**src/rtl/moving_sum_ctrl.sv**
```systemverilog
// moving_sum_ctrl: running sum of the last WINDOW_LEN signed samples, using an external read-first BRAM as the delay line
module moving_sum_ctrl #(
  parameter int DIN_WIDTH  = 16,
  parameter int WINDOW_LEN = 256,
  parameter int DOUT_WIDTH = DIN_WIDTH + $clog2(WINDOW_LEN)
) (
  input  logic                          clk,
  input  logic                          rst,
  input  logic signed [DIN_WIDTH-1:0]   din,
  input  logic                          din_valid,
  output logic                          ram_wen,
  output logic                          ram_ren,
  output logic [$clog2(WINDOW_LEN)-1:0] ram_wadd,
  output logic [$clog2(WINDOW_LEN)-1:0] ram_radd,
  output logic [DIN_WIDTH-1:0]          ram_win,
  input  logic [DIN_WIDTH-1:0]          ram_wout,
  output logic signed [DOUT_WIDTH-1:0]  dout,
  output logic                          dout_valid,
  output logic                          window_full
);
  localparam int AW = $clog2(WINDOW_LEN);
  logic [AW-1:0] wptr;
  logic [AW:0] cnt;
  logic signed [DIN_WIDTH-1:0] din_d, old;
  logic v1, full1, accept;
  assign accept      = din_valid & rst;
  assign ram_wen     = accept;
  assign ram_ren     = accept;
  assign ram_wadd    = wptr;
  assign ram_radd    = wptr;
  assign ram_win     = din;
  assign window_full = cnt[AW];
  // the mask is taken from the fill state when the sample was accepted, so pre-reset RAM contents never leak in
  assign old = full1 ? ram_wout : '0;
  always_ff @(posedge clk) begin
    if (!rst) begin
      wptr       <= '0;
      cnt        <= '0;
      din_d      <= '0;
      v1         <= 1'b0;
      full1      <= 1'b0;
      dout       <= '0;
      dout_valid <= 1'b0;
    end else begin
      v1         <= din_valid;
      dout_valid <= v1;
      if (din_valid) begin
        wptr  <= wptr + AW'(1);
        din_d <= din;
        full1 <= cnt[AW];
        if (!cnt[AW]) cnt <= cnt + (AW+1)'(1);
      end
      if (v1) dout <= dout + DOUT_WIDTH'(din_d) - DOUT_WIDTH'(old);
    end
  end
endmodule

```
**config.mk**
```make
export PLATFORM = sky130hd
export DESIGN_NAME = moving_sum_ctrl
export DESIGN_NICKNAME = d
export VERILOG_FILES = /design/src/rtl/moving_sum_ctrl.sv
export SDC_FILE = /design/constraint.sdc
export NUM_CORES = 1
export LEC_CHECK = 0
export BUFFER_PORTS_ARGS = -buffer_cell sky130_fd_sc_hd__clkbuf_2
export CORE_MARGIN = 8
export CORE_UTILIZATION = 50
export DETAILED_ROUTE_END_ITERATION = 12
export PLACE_DENSITY = 0.78
export SYNTH_ARGS = -nofsm -noshare
export SYNTH_HDL_FRONTEND = slang
export SYNTH_SLANG_ARGS = --single-unit
```
**constraint.sdc**
```tcl
create_clock -name clk -period 3 [get_ports clk]
set_input_delay 0.15 -clock clk [delete_from_list [all_inputs] [get_ports clk]]
set_output_delay 0.15 -clock clk [all_outputs]
set_load 0.02 [all_outputs]
```
==> run summary, run 1 <==
The flow ran to the end, but the final reports show violations. The final reports fail on setup timing. The count of port buffers added during placement was 94. The root buffer cell is sky130_fd_sc_hd__clkbuf_8. The routed layout has 3929 vias. The final critical path takes up 102% of the cycle. Entering global routing, the biggest net connects 17 pins.

The ratio of routed vias to standard cells is 5.20. The proportion of total power due to net switching is 47.2%, and the effective utilization at floorplan is 51.6%. For the highest ir drop seen on vdd, the log shows 0.410 mV. For the maximum clock rate, the log shows 0.327 GHz. The final routed wire length divided by cell count came out at 15.2 um. For the worst setup path, the data required time is 3.25 ns.

The worst setup path is captured at a register. Walking the worst path, the cells encountered are buf_4 -> and2_1 -> fa_1 -> inv_1 -> ha_1 -> a21oi_2 -> o21ai_0 -> a21oi_2 -> o2111ai_2 -> a211o_1 -> and3_1 -> o21a_1. The worst setup path is launched from a register. The number of DRC violations after detailed routing was 0; the number of enable-type register cells in the synthesized netlist was 0. Counting instances, the worst hold path has a depth of 3. A synthesized cell averages 8.44 um^2. The tools report the worst setup margin as -0.0540 ns. After technology mapping, the gate count stands at 533. The placeable core region is 8720 um^2, and the leakage power is 2.70 nW. Tracing the worst setup path back leads to its startpoint at full1. The number of buffers added by the clock tree synthesis step is 9. The worst min-delay path startpoint was din[3]. Compared with the post-synthesis result, the final layout area differs by 25.3%. Timing analysis after detailed placement gives a worst setup slack of -0.0761 ns. The tool flagged a number of max-cap violations equal to 0. Clock-pin slew was measured on the worst setup and hold paths at 0.08 ns. In this run the horizontal extent of the chip is 111 um. The part of the total power dissipated in combinational logic came out at 67.9%. The total setup violations reported at the end of the flow is 2.

The number of non-filler instances in the completed layout was 756. The H-tree generated during clock tree synthesis spans 3 levels. The logs give 0 for the number of max-slew violations in the final report and 730 for the number of cells in the design after placement. Of the synthesized area, sequential elements account for 26.7%.

At the pin with the least slew margin, the transition time is 0.686 ns. After synthesis, the cell types taking the most area are sky130_fd_sc_hd__dfxtp_1 27%, sky130_fd_sc_hd__fa_1 10%, sky130_fd_sc_hd__inv_1 7.7%. The initialized floorplan defines 34 standard-cell rows. The most used flip-flop cell after synthesis is sky130_fd_sc_hd__dfxtp_1. The largest fanout on the critical path is 10, and the number of cells on the worst reg-to-reg path is 12.

95 I/O pins were placed. The number of clock sinks came out at 60. For the initial antenna violation count, the log shows 0. The run gives 3944 as the via count of the first global-routing pass. The smallest clock period supported by the final layout is computed as 3.05 ns.

The layout cell share with drive strength beyond 1 came out at 31.6%. The clock network accounts for 13.0% of the total power. Summed over all layers, the global routing overflow is 0. The most common cell in the synthesized netlist is sky130_fd_sc_hd__inv_1.

Measured on the finished design, the core utilization comes to 64.6%. The critical path crosses 12 cells after its start point. The tools report the die area as 12300 um^2. The logs give 5 for the number of detailed-route iterations in the first pass and 617 for the synthesized netlist net count. Counting flops with an async set or reset pin after synthesis yields a share of 0%.

After detailed placement, the total cell area comes to 5120 um^2. During synthesis, Yosys emitted a total of 0 warnings. In this run, distinct cell masters in the synthesized netlist total 57. The worst register-to-register path begins at full1. Setup repair after global routing could not meet its margin everywhere.

Power spread over the standard cell area amounts to 946 nW/um^2. In this run the remaining antenna-violating nets after routing total 0. The detailed router finished its first iteration with 161 violations. The tools report the wire length of the first global-routing pass as 18700 um. Counting both buffers and inverters, the worst setup path holds a total of 2. The tools report the cell area after technology mapping as 4500 um^2.

The insertion delay to the later sink of the worst-skew pair is 0.35 ns. In the final design database the tool counted 727 nets. Family of cells with the greatest summed delay on the critical path: compound AO/OA/AOI/OAI gates.

After synthesis, the largest area contributor takes up 26.7% of total cell area. The internal power of the cells came out at 2.82 mW. Final count of hold timing violations: 0.

The type of the most critical hold path is in -> reg. Ranked by instance count, the synthesized netlist is headed by 92 x sky130_fd_sc_hd__inv_1, 60 x sky130_fd_sc_hd__dfxtp_1, 47 x sky130_fd_sc_hd__nor2_1, 34 x sky130_fd_sc_hd__mux2i_1, 30 x sky130_fd_sc_hd__nand2_1. The clock tree buffer depth came out at 2. In this run the power spent charging and discharging nets is 2.52 mW.

In this run, synthesis produced a sequential element count of 60. The repair_antennas step left the layout with diodes totalling 0. The total wirelength of the detailed-routed design is 11500 um, and the max-slew headroom at the worst pin is 54.2%. The critical path is of the reg -> reg type.

TritonCTS built the clock tree. The clock arrives with 0.0141 ns of skew. Longest individual stage delay on the worst path: 0.47 ns. The total track usage is 18.0%.

The tools report the arrival time of the worst setup path as 3.30 ns. The run gives 19.1% as the fraction of power consumed by sequential logic. Summed over all instances, the cell type with the most area after synthesis is sky130_fd_sc_hd__dfxtp_1. The slowest stage of the critical path belongs to the cell sky130_fd_sc_hd__fa_1.

Summed over all nets, the half-perimeter wirelength after detailed placement is 8640 um. The post-route cell area is 5640 um^2, and the routability congestion estimate is 0.891. The floorplan die height was 111 um. The cell type with the highest occurrence count on the critical path was sky130_fd_sc_hd__a21oi_2.
[kinds of logic (layout without fill, tap and decap cells)]
family | Yosys count | in the layout | synth area share (%)
adders and majority gates | 49 | 49 | 17.5
DFF | 60 | 60 | 26.7
and+or+nand+nor | 152 | 152 | 16.9
muxes | 34 | 34 | 7.57
buffers and inverters | 132 | 247 | 13.2
xor gates and xnor gates | 26 | 26 | 5.06
AOI/OAI and AO/OA | 80 | 80 | 13.1
[registers in the layout, summed over array words and instances, names as in the netlist]
signal	count
din_d	16
ram_radd	8
v1	1
cnt	9
dout	24
dout_valid	1
full1	1
[path summary, 6_finish.rpt]
| path | to | slack (ns) |
|---|---|---|
| worst max-delay path | dout[23] | -0.05 |
| worst min-delay path | din_d[3] | 0.05 |
| worst max register to register | dout[23] | -0.05 |
| worst min register to register | din_d[11] | 0.49 |
[layer usage]
metal / track usage, % / share of wire [%]
met5: 0 / 0
met3: 4.33 / 4.4
met2: 30.4 / 51
met4: 5.23 / 1.4
met1: 22.0 / 43
[what timing repair did]
item	4_1_cts	5_1_grt
buffers inserted	1	9
resized for setup	13	37
endpoints found under the setup margin	8	12
pin swaps	7	18
hold buffers	0	0
[worst register-to-register path, delay by kind of cell (launching register included)]
kind	cells	cell delay (ns)
flops	1	0.38
simple gates	2	0.34
fa+ha+maj	2	0.81
compound gates	6	1.22
buf+inv	2	0.21
[power by group through the flow]
stage	logic, mW	registers [mW]	clock network [mW]
2_1_floorplan	2.01	1.14	0
3_3_place_gp	2.94	1.03	0
3_5_place_dp	3.00	1.03	0
4_1_cts	3.17	1.01	0.702
5_1_grt	3.99	1.03	0.748
6_report	3.62	1.02	0.695
[per-stage QoR]
step                hold WS, ns  setup TNS, ns  total power [mW]
floorplan                 0.297              0              3.15
global placement          0.401        -0.0525              3.97
detailed placement        0.412         -0.283              4.03
CTS                      0.0414         -0.149              4.88
global route             0.0465         -0.632              5.77
finish                   0.0452        -0.0740              5.33
[layout make-up]
cell class / instances / area (um^2)
Fill cell: 728 / 3080
Multi-Input combinational cell: 341 / 2950
Sequential cell: 60 / 1210
Timing Repair Buffer: 139 / 820
Inverter: 92 / 349
Tap cell: 108 / 135
Clock buffer: 9 / 124
Clock inverter: 7 / 56.3
[layout by cell type, fill, tap and decap left out, types with 4 or more instances in the layout]
cell type                  synthesis  routed
sky130_fd_sc_hd__a21o_1            8       8
sky130_fd_sc_hd__a21oi_1          19      14
sky130_fd_sc_hd__a21oi_2           0       5
sky130_fd_sc_hd__and2_1           23      22
sky130_fd_sc_hd__and3_1            5       5
sky130_fd_sc_hd__buf_4            26      42
sky130_fd_sc_hd__clkbuf_2          0      94
sky130_fd_sc_hd__clkbuf_8          0       9
sky130_fd_sc_hd__dfxtp_1          60      57
sky130_fd_sc_hd__fa_1             23      22
sky130_fd_sc_hd__ha_1             26      17
sky130_fd_sc_hd__ha_4              0       8
sky130_fd_sc_hd__inv_1            92      90
sky130_fd_sc_hd__mux2i_1          34      34
sky130_fd_sc_hd__nand2_1          30      26
sky130_fd_sc_hd__nand3_1          10      10
sky130_fd_sc_hd__nand4_1           7       7
sky130_fd_sc_hd__nor2_1           47      46
sky130_fd_sc_hd__nor2b_1          12      12
sky130_fd_sc_hd__nor3_1            6       4
sky130_fd_sc_hd__o21ai_0           9       8
sky130_fd_sc_hd__o21ai_1           7       6
sky130_fd_sc_hd__xnor2_1          13      12
sky130_fd_sc_hd__xor2_1           13      13
Power figures use the tool's default switching activity.
==> inputs of run 2 (changes only) <==
--- a/config.mk
+++ b/config.mk
@@ -8,6 +8,7 @@
 export BUFFER_PORTS_ARGS = -buffer_cell sky130_fd_sc_hd__clkbuf_2
 export CORE_MARGIN = 8
 export CORE_UTILIZATION = 50
+export CTS_BUF_LIST = sky130_fd_sc_hd__clkbuf_16
 export DETAILED_ROUTE_END_ITERATION = 12
 export PLACE_DENSITY = 0.78
 export SYNTH_ARGS = -nofsm -noshare
==> run summary, run 2 (synthesized netlist as in run 1, its figures left out) <==
The flow ran to the end, and the final reports show no timing, DRC or antenna violations. The maximum clock skew at final layout is 0.00910 ns (was 0.0141 ns), and the proportion of total power due to net switching is 45.6% (was 47.2%). The maximum clock rate is 0.336 GHz (was 0.327 GHz), and the flip-flop count of the largest register, all copies and words added is 24 (unchanged).

Deepest level of the CTS H-tree: 3 (unchanged). The cell type with the highest occurrence count on the critical path was sky130_fd_sc_hd__a21o_1 (was sky130_fd_sc_hd__a21oi_2). Power density over cell area: 989 nW/um^2 (was 946 nW/um^2). The run gives 3946 (was 3944) as the via count of the first global-routing pass.

TritonCTS built the clock tree. The post-route cell area was 5710 um^2 (was 5640 um^2); the longest individual stage delay on the worst path was 0.49 ns (was 0.47 ns). The initial antenna violation count is 0 (unchanged), and the total setup violations reported at the end of the flow is 0 (was 2). The placeable core region is 8720 um^2 (unchanged).

For the register area, the log shows 1210 um^2 (unchanged). Start-to-end type of the worst setup path: reg -> reg (unchanged). The clock-pin slew reported for the worst setup and hold paths after clock tree synthesis is 0.06 ns (was 0.08 ns). The leakage power was 2.73 nW (was 2.70 nW). The tools report the startpoint type of the worst setup path as a register (unchanged). For the max-slew headroom at the worst pin, the log shows 53.9% (was 54.2%). The fraction of power consumed by sequential logic was 18.0% (was 19.1%). Wire length on met1: 5140 um (was 4980 um).

The logs give 723 (was 727) for the post-layout net count and 5120 um^2 (unchanged) for the post-detailed-placement cell area. The final count of hold timing violations was 0 (unchanged); the part of the total power dissipated in combinational logic was 64.5% (was 67.9%). The final routed wire length divided by cell count came out at 15.5 um (was 15.2 um). The floorplan die height was 111 um (unchanged); the total track usage was 18.3% (was 18.0%). The number of violations of the max-capacitance limit was 0 (unchanged).

The ratio of routed vias to standard cells works out to 5.20 (about the same). The logs give 155 (was 161) for the number of DRC markers in iteration 0 and 2 (unchanged) for the clock tree buffer depth. The part of the total power dissipated in the clock network came out at 17.5% (was 13.0%).

The effective utilization at floorplan was 51.6% (unchanged); the floorplan row count was 34 (unchanged). The die area was 12300 um^2 (unchanged); the half-perimeter wire length after placement was 8640 um (unchanged). The number of detailed-route iterations in the first pass was 4 (was 5); the final critical delay including setup and external delays was 2.98 ns (was 3.05 ns).

Arrival time of the worst setup path: 3.21 ns (was 3.30 ns). The total wirelength of the detailed-routed design was 11700 um (was 11500 um). The final cycle utilization of the critical path is 99.3% (was 102%). The x dimension of the die was 111 um (unchanged). The internal power of the cells was 3.08 mW (was 2.82 mW); the net switching power figure was 2.57 mW (was 2.52 mW). The highest ir drop seen on vdd is 0.442 mV (was 0.410 mV). The count of port buffers added during placement was 94 (unchanged); the register-to-register setup slack was 0.02 ns (was -0.05 ns). For the number of antenna repair diodes, the log shows 0 (unchanged).

The family of cells with the greatest summed delay on the critical path is compound AO/OA/AOI/OAI gates (unchanged). For the fill cell instance count of the final layout, the log shows 709 (was 728). The tools report the routability congestion estimate as 0.891 (unchanged).

The logs give 0.34 ns (was 0.35 ns) for the insertion delay to the later sink of the worst-skew pair and 9 (unchanged) for the number of buffers added by the clock tree synthesis step. The nature of the critical path endpoint was a register (unchanged). Commonest non-fill, non-tap cells in the layout: 94 x sky130_fd_sc_hd__clkbuf_2, 90 x sky130_fd_sc_hd__inv_1, 57 x sky130_fd_sc_hd__dfxtp_1 (unchanged).

The type of the most critical hold path was in -> reg (unchanged). The count of nets left with antenna violations after detail routing is 0 (unchanged). Cell-by-cell trace of the critical path: and2_4 -> fa_1 -> inv_2 -> fa_2 -> a21o_1 -> a221o_1 -> a21o_1 -> a41oi_4 -> buf_6 -> xnor2_2 -> mux2i_1 -> nor2_1 (was buf_4 -> and2_1 -> fa_1 -> inv_1 -> ha_1 -> a21oi_2 -> o21ai_0 -> a21oi_2 -> o2111ai_2 -> a211o_1 -> and3_1 -> o21a_1). The endpoint required time on the critical path is 3.23 ns (was 3.25 ns). The tools report the global-route congestion overflow total as 0 (unchanged). The logs give 95 (unchanged) for the number of top-level pins and 489 um (was 504 um) for the met3 routed wirelength. For the number of non-filler instances in the completed layout, the log shows 752 (was 756). Register ranked first by flip-flop count: dout (unchanged).

The root buffer cell was sky130_fd_sc_hd__clkbuf_16 (was sky130_fd_sc_hd__clkbuf_8). Largest registers: dout: 24 flops, din_d: 16 flops, cnt: 9 flops (unchanged). Number of clock sinks: 60 (unchanged). The pin count of the biggest net entering global routing was 17 (unchanged). The largest fanout on the critical path was 8 (was 10); the number of max-slew violations in the final report was 0 (unchanged). The most common cell after layout, fill and taps aside was sky130_fd_sc_hd__clkbuf_2 (unchanged). The number of buffers and inverters on the critical path is 2 (unchanged).

The routed via count was 3911 (was 3929). The number of DRC violations after detailed routing was 0 (unchanged); the area overhead of the layout relative to synthesis was 27.0% (was 25.3%). The tools report the wire length of the first global-routing pass as 19000 um (was 18700 um).

The detailed route wirelength on metal2 is 5880 um (was 5830 um), and the layout cell share with drive strength beyond 1 is 31.2% (was 31.6%). The highest routing layer actually used is met4 (unchanged). The multi-input combinational cell area was 2950 um^2 (about the same).

The transition at the pin with the smallest max-transition slack was 0.691 ns (was 0.686 ns). Number of cells in the design after placement: 730 (unchanged). Setup repair after global routing could not meet its margin everywhere. The cell at the slowest stage of the critical path was sky130_fd_sc_hd__fa_1 (unchanged).
[run 2: final timing paths]
| path | depth (start not counted) | end | startpoint |
|---|---|---|---|
| worst max-delay path | 12 | dout[14] | full1 |
| worst min-delay path | 3 | din_d[3] | din[3] |
| worst max register to register | 12 | dout[14] | full1 |
| worst min register to register | 2 | din_d[11] | din_d[11] |
[run 2: cell type report]
class	count	share of cell area, %
tap	108	2.37
timing repair buffer	135	13.8
sequential	60	21.1
clock buffer	9	3.94
clock inverter	7	0.986
inverter	92	6.11
multi-input combinational	341	51.6
[run 2: worst min-delay path, stage by stage]
cell	delay, ns
sky130_fd_sc_hd__clkbuf_2	0.09
sky130_fd_sc_hd__mux2i_1	0.06
sky130_fd_sc_hd__nor2_1	0.07
[run 2: layer usage]
metal	vias to the layer above	track usage, %
li1	1938	-
met1	1882	22.7
met2	77	30.9
met3	14	4.06
met4	0	5.05
met5	-	0
[run 2: power by group through the flow]
stage	Clock [mW]	Combinational, mW	Sequential [mW]
global route	1.05	4.00	1.03
CTS	1.00	3.17	1.02
floorplan	0	2.01	1.14
finish	0.988	3.64	1.02
global placement	0	2.94	1.03
detailed placement	0	3.00	1.03
[run 2: repair_timing]
item / 4_1_cts / 5_1_grt
hold buffers: 0 / 0
endpoints found under the setup margin: 8 / 12
buffers inserted: 1 / 5
pin swaps: 7 / 20
gates resized for setup: 12 / 40
endpoints found under the hold margin: 0 / 0
[run 2: per-stage QoR]
step                TNS [ns]  util, %  total power, mW  setup slack, ns  hold WS [ns]
floorplan                  0        -             3.15           0.0543         0.297
global route          -0.456     65.5             6.08          -0.0878        0.0806
detailed placement    -0.283     58.7             4.03          -0.0761         0.412
global placement     -0.0525     58.7             3.97          -0.0399         0.401
finish                     0     65.5             5.65           0.0196        0.0637
CTS                   -0.179     62.7             5.19          -0.0587        0.0643
